===== src/rtl/mux_seq_n.sv =====
// mux_seq_n: parametrised N:1 channel selector with a capture bank.
// SCAN mode snapshots every input channel and streams them out one beat
// per accepted handshake (idx 0..N_IN-1). DIRECT mode returns one
// registered channel chosen by sel, flagging sel >= N_IN as an error.
//
// Handshake: a beat transfers on a rising clk edge where valid & ready are
// both high. The producer never drops valid, and never changes data while
// valid is high and ready is low, until that transfer happens.
// Synchronous reset is the only exception.
module mux_seq_n #(
  parameter int WIDTH = 16,
  parameter int N_IN  = 9,
  parameter int SEL_W = $clog2(N_IN)
) (
  input  logic                  clk,
  input  logic                  rst_n,
  input  logic [N_IN*WIDTH-1:0] in_bus,
  input  logic                  in_valid,
  output logic                  in_ready,
  input  logic                  mode,
  input  logic [SEL_W-1:0]      sel,
  output logic [WIDTH-1:0]      out_data,
  output logic [SEL_W-1:0]      out_idx,
  output logic                  out_valid,
  input  logic                  out_ready,
  output logic                  out_last,
  output logic                  sel_err
);

  localparam logic [1:0] ST_IDLE = 2'd0;
  localparam logic [1:0] ST_SCAN = 2'd1;
  localparam logic [1:0] ST_HOLD = 2'd2;

  localparam logic [SEL_W-1:0] LAST_IDX = SEL_W'(N_IN - 1);

  // Current FSM state; kept as a plain named register so checkers can bind to it.
  logic [1:0] state;

  // Snapshot of all channels taken on a SCAN accept.
  logic [WIDTH-1:0] bank [N_IN];

  logic [31:0]      sel_ext;
  logic             sel_ok;
  logic [WIDTH-1:0] direct_word;
  logic [SEL_W-1:0] nxt_idx;
  logic             accept;
  logic             beat_done;

  assign sel_ext   = 32'(sel);
  assign sel_ok    = (sel_ext < 32'(N_IN));
  assign nxt_idx   = out_idx + 1'b1;
  assign accept    = in_valid & in_ready;
  assign beat_done = out_valid & out_ready;

  // Request acceptance depends on state only, held low during reset.
  assign in_ready = rst_n && (state == ST_IDLE);

  // DIRECT channel mux; guarded so an out-of-range sel never indexes past in_bus.
  always_comb begin
    direct_word = '0;
    for (int k = 0; k < N_IN; k++) begin
      if (sel_ext == 32'(k)) direct_word = in_bus[k*WIDTH +: WIDTH];
    end
  end

  // Capture bank: cleared on reset, loaded with every channel on a SCAN accept.
  always_ff @(posedge clk) begin
    if (!rst_n) begin
      for (int k = 0; k < N_IN; k++) bank[k] <= '0;
    end else if (accept && !mode) begin
      for (int k = 0; k < N_IN; k++) bank[k] <= in_bus[k*WIDTH +: WIDTH];
    end
  end

  // Control FSM and registered output stream.
  always_ff @(posedge clk) begin
    if (!rst_n) begin
      state     <= ST_IDLE;
      out_data  <= '0;
      out_idx   <= '0;
      out_valid <= 1'b0;
      out_last  <= 1'b0;
      sel_err   <= 1'b0;
    end else begin
      case (state)
        ST_IDLE: begin
          if (accept) begin
            out_valid <= 1'b1;
            if (!mode) begin
              // Beat 0 comes straight from the bus, the same value the bank captures.
              out_data <= in_bus[WIDTH-1:0];
              out_idx  <= '0;
              out_last <= 1'b0;
              sel_err  <= 1'b0;
              state    <= ST_SCAN;
            end else begin
              out_data <= sel_ok ? direct_word : '0;
              out_idx  <= sel;
              out_last <= 1'b1;
              sel_err  <= ~sel_ok;
              state    <= ST_HOLD;
            end
          end
        end
        ST_SCAN: begin
          if (beat_done) begin
            if (out_last) begin
              out_valid <= 1'b0;
              out_last  <= 1'b0;
              state     <= ST_IDLE;
            end else begin
              out_idx  <= nxt_idx;
              out_data <= bank[nxt_idx];
              out_last <= (nxt_idx == LAST_IDX);
            end
          end
        end
        ST_HOLD: begin
          if (beat_done) begin
            out_valid <= 1'b0;
            out_last  <= 1'b0;
            sel_err   <= 1'b0;
            state     <= ST_IDLE;
          end
        end
        default: begin
          out_valid <= 1'b0;
          out_last  <= 1'b0;
          sel_err   <= 1'b0;
          state     <= ST_IDLE;
        end
      endcase
    end
  end

endmodule


===== config.mk =====
export PLATFORM = sky130hd
export DESIGN_NAME = mux_seq_n
export DESIGN_NICKNAME = d
export VERILOG_FILES = /design/src/rtl/mux_seq_n.sv
export SDC_FILE = /design/constraint.sdc
export NUM_CORES = 1
export LEC_CHECK = 0
export ABC_AREA = 1
export BUFFER_PORTS_ARGS = -buffer_cell sky130_fd_sc_hd__buf_4
export CORE_ASPECT_RATIO = 1.4
export CORE_MARGIN = 3
export CORE_UTILIZATION = 44
export DETAILED_ROUTE_END_ITERATION = 10
export PLACE_DENSITY = 0.67
export REMOVE_ABC_BUFFERS = 1
export SYNTH_ARGS = -nofsm -noshare
export SYNTH_HDL_FRONTEND = slang
export SYNTH_SLANG_ARGS = --single-unit

===== constraint.sdc =====
create_clock -name clk -period 16 [get_ports clk]
set_clock_uncertainty 0.2 [all_clocks]
set_input_delay 1.6 -clock clk [delete_from_list [all_inputs] [get_ports clk]]
set_output_delay 1.6 -clock clk [all_outputs]
set_load 0.03 [all_outputs]

==> metrics.txt <==
# TYPE chip_impl_metric gauge
chip_impl_metric{name="cp_slowest_stage_delay",unit="ns"} 0.90
chip_impl_info{name="run_status",value="finished, final reports clean"} 1
chip_impl_info{name="worstSetupPathType",value="in2reg"} 1
chip_impl_info{name="worstPathCellList",value="buf_4, clkinv_1, nand3_4, nand2_4, buf_4"} 1
chip_impl_info{name="grt_setup_unrepaired",value="no"} 1
chip_impl_metric{name="slew_headroom",unit="%"} 17.83
chip_impl_metric{name="power.leakage",unit="nW"} 5.389
chip_impl_info{name="crit_path_frequent_cell",value="buf_4"} 1
chip_impl_metric{name="fmax",unit="MHz"} 221.2
chip_impl_metric{name="synth.yosys.seq_area_share",unit="%"} 51.70
chip_impl_metric{name="final-seq-area",unit="um2"} 4826
chip_impl_metric{name="dieHeight",unit="um"} 178.3
chip_impl_metric{name="drive_gt1_share",unit="%"} 18.17
chip_impl_info{name="cpMaxStageDelayCell",value="buf_4"} 1
chip_impl_metric{name="r2r_slack",unit="ns"} 12.59
chip_impl_metric{name="grt.overflow.total",unit=""} 0
chip_impl_metric{name="hold_buffers",unit=""} 0
chip_impl_metric{name="clk_transition_reported_paths",unit="ns"} 0.06
chip_impl_metric{name="via_density_per_instance",unit=""} 5.407
chip_impl_metric{name="peakVddDrop",unit="mV"} 0.09274
chip_impl_metric{name="cap_violations",unit=""} 0
chip_impl_metric{name="layout.filler_cells",unit=""} 1928
chip_impl_metric{name="m1WireLength",unit="mm"} 10.75
chip_impl_metric{name="wire_per_inst",unit="um"} 18.32
chip_impl_metric{name="start_util",unit="%"} 45.06
chip_impl_metric{name="core_area",unit="um2"} 20710
chip_impl_info{name="layout_commonest_cell",value="nor2_1"} 1
chip_impl_info{name="layout.cells.most_common_list",value="nor2_1 (277), nand2_1 (241), buf_4 (184)"} 1
chip_impl_metric{name="die_area",unit="um2"} 23020
chip_impl_info{name="timing.critical_path.to_type",value="flip-flop"} 1
chip_impl_metric{name="crit_arrival",unit="ns"} 4.36
chip_impl_metric{name="finalNetCount",unit=""} 1497
chip_impl_metric{name="cts_max_path_buffers",unit=""} 2
chip_impl_metric{name="synthesis.instances",unit=""} 1202
chip_impl_metric{name="post_cts.resized_instances",unit=""} 0
chip_impl_metric{name="largest_net_degree_at_the_start_of_global_routing",unit=""} 104
chip_impl_metric{name="worst-r2r-cell-count",unit=""} 6
chip_impl_metric{name="wl_met3",unit="mm"} 2.747
chip_impl_metric{name="first_global_vias",unit=""} 8170
chip_impl_metric{name="cts_buffers",unit=""} 17
chip_impl_metric{name="ctsHtreeMaxLevel",unit=""} 4
chip_impl_metric{name="grt_pass1_wl",unit="mm"} 43.35
chip_impl_metric{name="clock-sinks",unit=""} 169
chip_impl_info{name="top_layer_used",value="met4"} 1
chip_impl_metric{name="min_path_cells",unit=""} 2
chip_impl_metric{name="report.final.setup_viol",unit=""} 0
chip_impl_info{name="crit-reg2reg-capture",value="bank[8][10]"} 1
chip_impl_metric{name="syn2layout_area_growth",unit="%"} 21.61
chip_impl_metric{name="yosysUniqueCellTypes",unit=""} 31
chip_impl_metric{name="top_level_ports",unit=""} 177
chip_impl_metric{name="setup_total_negative_slack",unit="ns"} 0
chip_impl_metric{name="postRouteAntennaNets",unit=""} 0
chip_impl_metric{name="num_rows",unit=""} 62
chip_impl_metric{name="wirelength",unit="mm"} 29.51
chip_impl_metric{name="1st_iter_drt_viols",unit=""} 947
chip_impl_metric{name="worst_hold_slack",unit="ns"} 0.2915
chip_impl_metric{name="post-route-drc-count",unit=""} 0
chip_impl_metric{name="finalWorstPathRequiredPeriod",unit="ns"} 4.520
chip_impl_metric{name="gp_congestion",unit=""} 0.8202
chip_impl_metric{name="chipWidth",unit="um"} 129.1
chip_impl_info{name="worstSetupStartpointType",value="primary input"} 1
chip_impl_metric{name="dr_total_vias",unit=""} 8711
chip_impl_metric{name="max_slew.worst_pin.slew",unit="ns"} 1.231
chip_impl_info{name="crit-reg2reg-launch",value="state[1]"} 1
chip_impl_metric{name="yosys_warnings",unit=""} 0
chip_impl_metric{name="gr-usage-all-layers",unit="%"} 25.35
chip_impl_info{name="tritoncts_clock_tree",value="built"} 1
chip_impl_metric{name="antenna_found_initial",unit=""} 1
chip_impl_metric{name="slew_violations",unit=""} 0
chip_impl_metric{name="dpl.hpwl",unit="mm"} 18.27
chip_impl_metric{name="met2_wirelength",unit="mm"} 14.66
chip_impl_metric{name="yosys_register_bits",unit=""} 169
chip_impl_metric{name="netlist_area",unit="um2"} 9333
chip_impl_metric{name="synthesis.area_per_instance",unit="um2"} 7.764
chip_impl_metric{name="cell_pwr_density",unit="nW/um2"} 118.2
chip_impl_metric{name="cp.required",unit="ns"} 15.84
chip_impl_metric{name="timing.final.crit_share",unit="%"} 28.25
chip_impl_metric{name="cts_setup_buffers",unit=""} 0
chip_impl_metric{name="multi_input_comb_area",unit="um2"} 3580
chip_impl_info{name="clockRootBuffer",value="clkbuf_16"} 1
chip_impl_metric{name="hold_violation_total_from_the_final_report",unit=""} 0
chip_impl_metric{name="crit_path_max_fanout",unit=""} 81
chip_impl_info{name="worstHoldEndpoint",value="state[0]"} 1
chip_impl_info{name="worst_hold_startpoint",value="state[0]"} 1
chip_impl_info{name="worstHoldPathType",value="reg2reg"} 1
chip_impl_metric{name="place.port_buffers",unit=""} 176
chip_impl_metric{name="drt-pass1-iter-count",unit=""} 6
chip_impl_metric{name="worstSkewPairLatency",unit="ns"} 0.43
[worst max-delay path by stage]
stage / startpoint / end / cells past startpoint
6_report: mode / bank[8][10] / 5
5_1_grt: mode / bank[8][10] / 5
4_1_cts: mode / bank[8][9] / 5
3_5_place_dp: mode / bank[7][2] / 5
3_3_place_gp: mode / bank[5][5] / 5
2_1_floorplan: mode / bank[0][0] / 3
[where the power goes]
part / switching [mW] / total (mW) / leakage (nW) / internal (mW)
clock: 0.170 / 0.430 / 0.283 / 0.260
combinational: 0.250 / 0.371 / 3.40 / 0.121
sequential: 0.0197 / 0.540 / 1.71 / 0.521
[critical path, delay by kind of cell]
family / cells / cell delay (ns)
simple gates: 2 / 1.15
buf+inv: 3 / 1.46
[cells in the mapped netlist (all sizes together)]
cell	number	area share, %
xor2	2	0.35
a31oi	2	0.13
nor2	286	12
clkbuf	28	1.1
a21oi	36	1.9
buf	35	2.3
dfxtp	25	5.4
inv	166	6.7
o221ai	2	0.19
nand4	16	1.1
o21ai	104	5.6
o22ai	30	2.0
clkinv	2	0.080
ha	2	0.27
nor3	4	0.39
nand2	245	10
nand3	73	4.0
edfxtp	144	46
[layer usage]
layer	GRT usage, %	vias up
met3	4.823	87
met2	42.37	455
met4	12.74	0
met1	31.15	4024
li1	-	4145
met5	0	-
[cell families (layout without fill, tap and decap cells)]
| family | after synthesis | in the layout | synth area share, % |
|---|---|---|---|
| AO/OA/AOI/OAI | 174 | 174 | 9.881 |
| other | 0 | 1 | 0 |
| XOR/XNOR | 2 | 2 | 0.3486 |
| flip-flops | 169 | 169 | 51.70 |
| adder cells (fa/ha/maj) | 2 | 2 | 0.2681 |
| AND/OR/NAND/NOR | 624 | 624 | 27.64 |
| buffers and inverters | 231 | 383 | 10.16 |
[flip-flops by register name, summed over array words and instances (netlist names)]
name       flops
out_last       1
out_data      16
out_idx        4
bank         144
state          2
out_valid      1
sel_err        1
[final cells by class]
type / instances / share of cell area (%)
timing repair buffer: 184 / 12.17
tap: 256 / 2.822
clock inverter: 12 / 1.554
inverter: 168 / 5.556
multi-input combinational: 802 / 31.54
antenna: 1 / 0.02205
clock buffer: 19 / 3.814
sequential: 169 / 42.52
[through the flow]
stage                     std cells  setup WS, ns  utilization (%)  area (um2)  total power, mW
after detailed placement       1579         11.05            51.84       10740           0.9170
after CTS                      1610         11.49            54.78       11350            1.340
after global routing           1611         11.29            54.80       11350            1.397
final                          1611         11.48            54.80       11350            1.341
after global placement         1579         11.12            51.84       10740           0.9131
after floorplan                1139         6.304                -        9015           0.7667
Note: power is estimated with default switching activity, not from simulation.
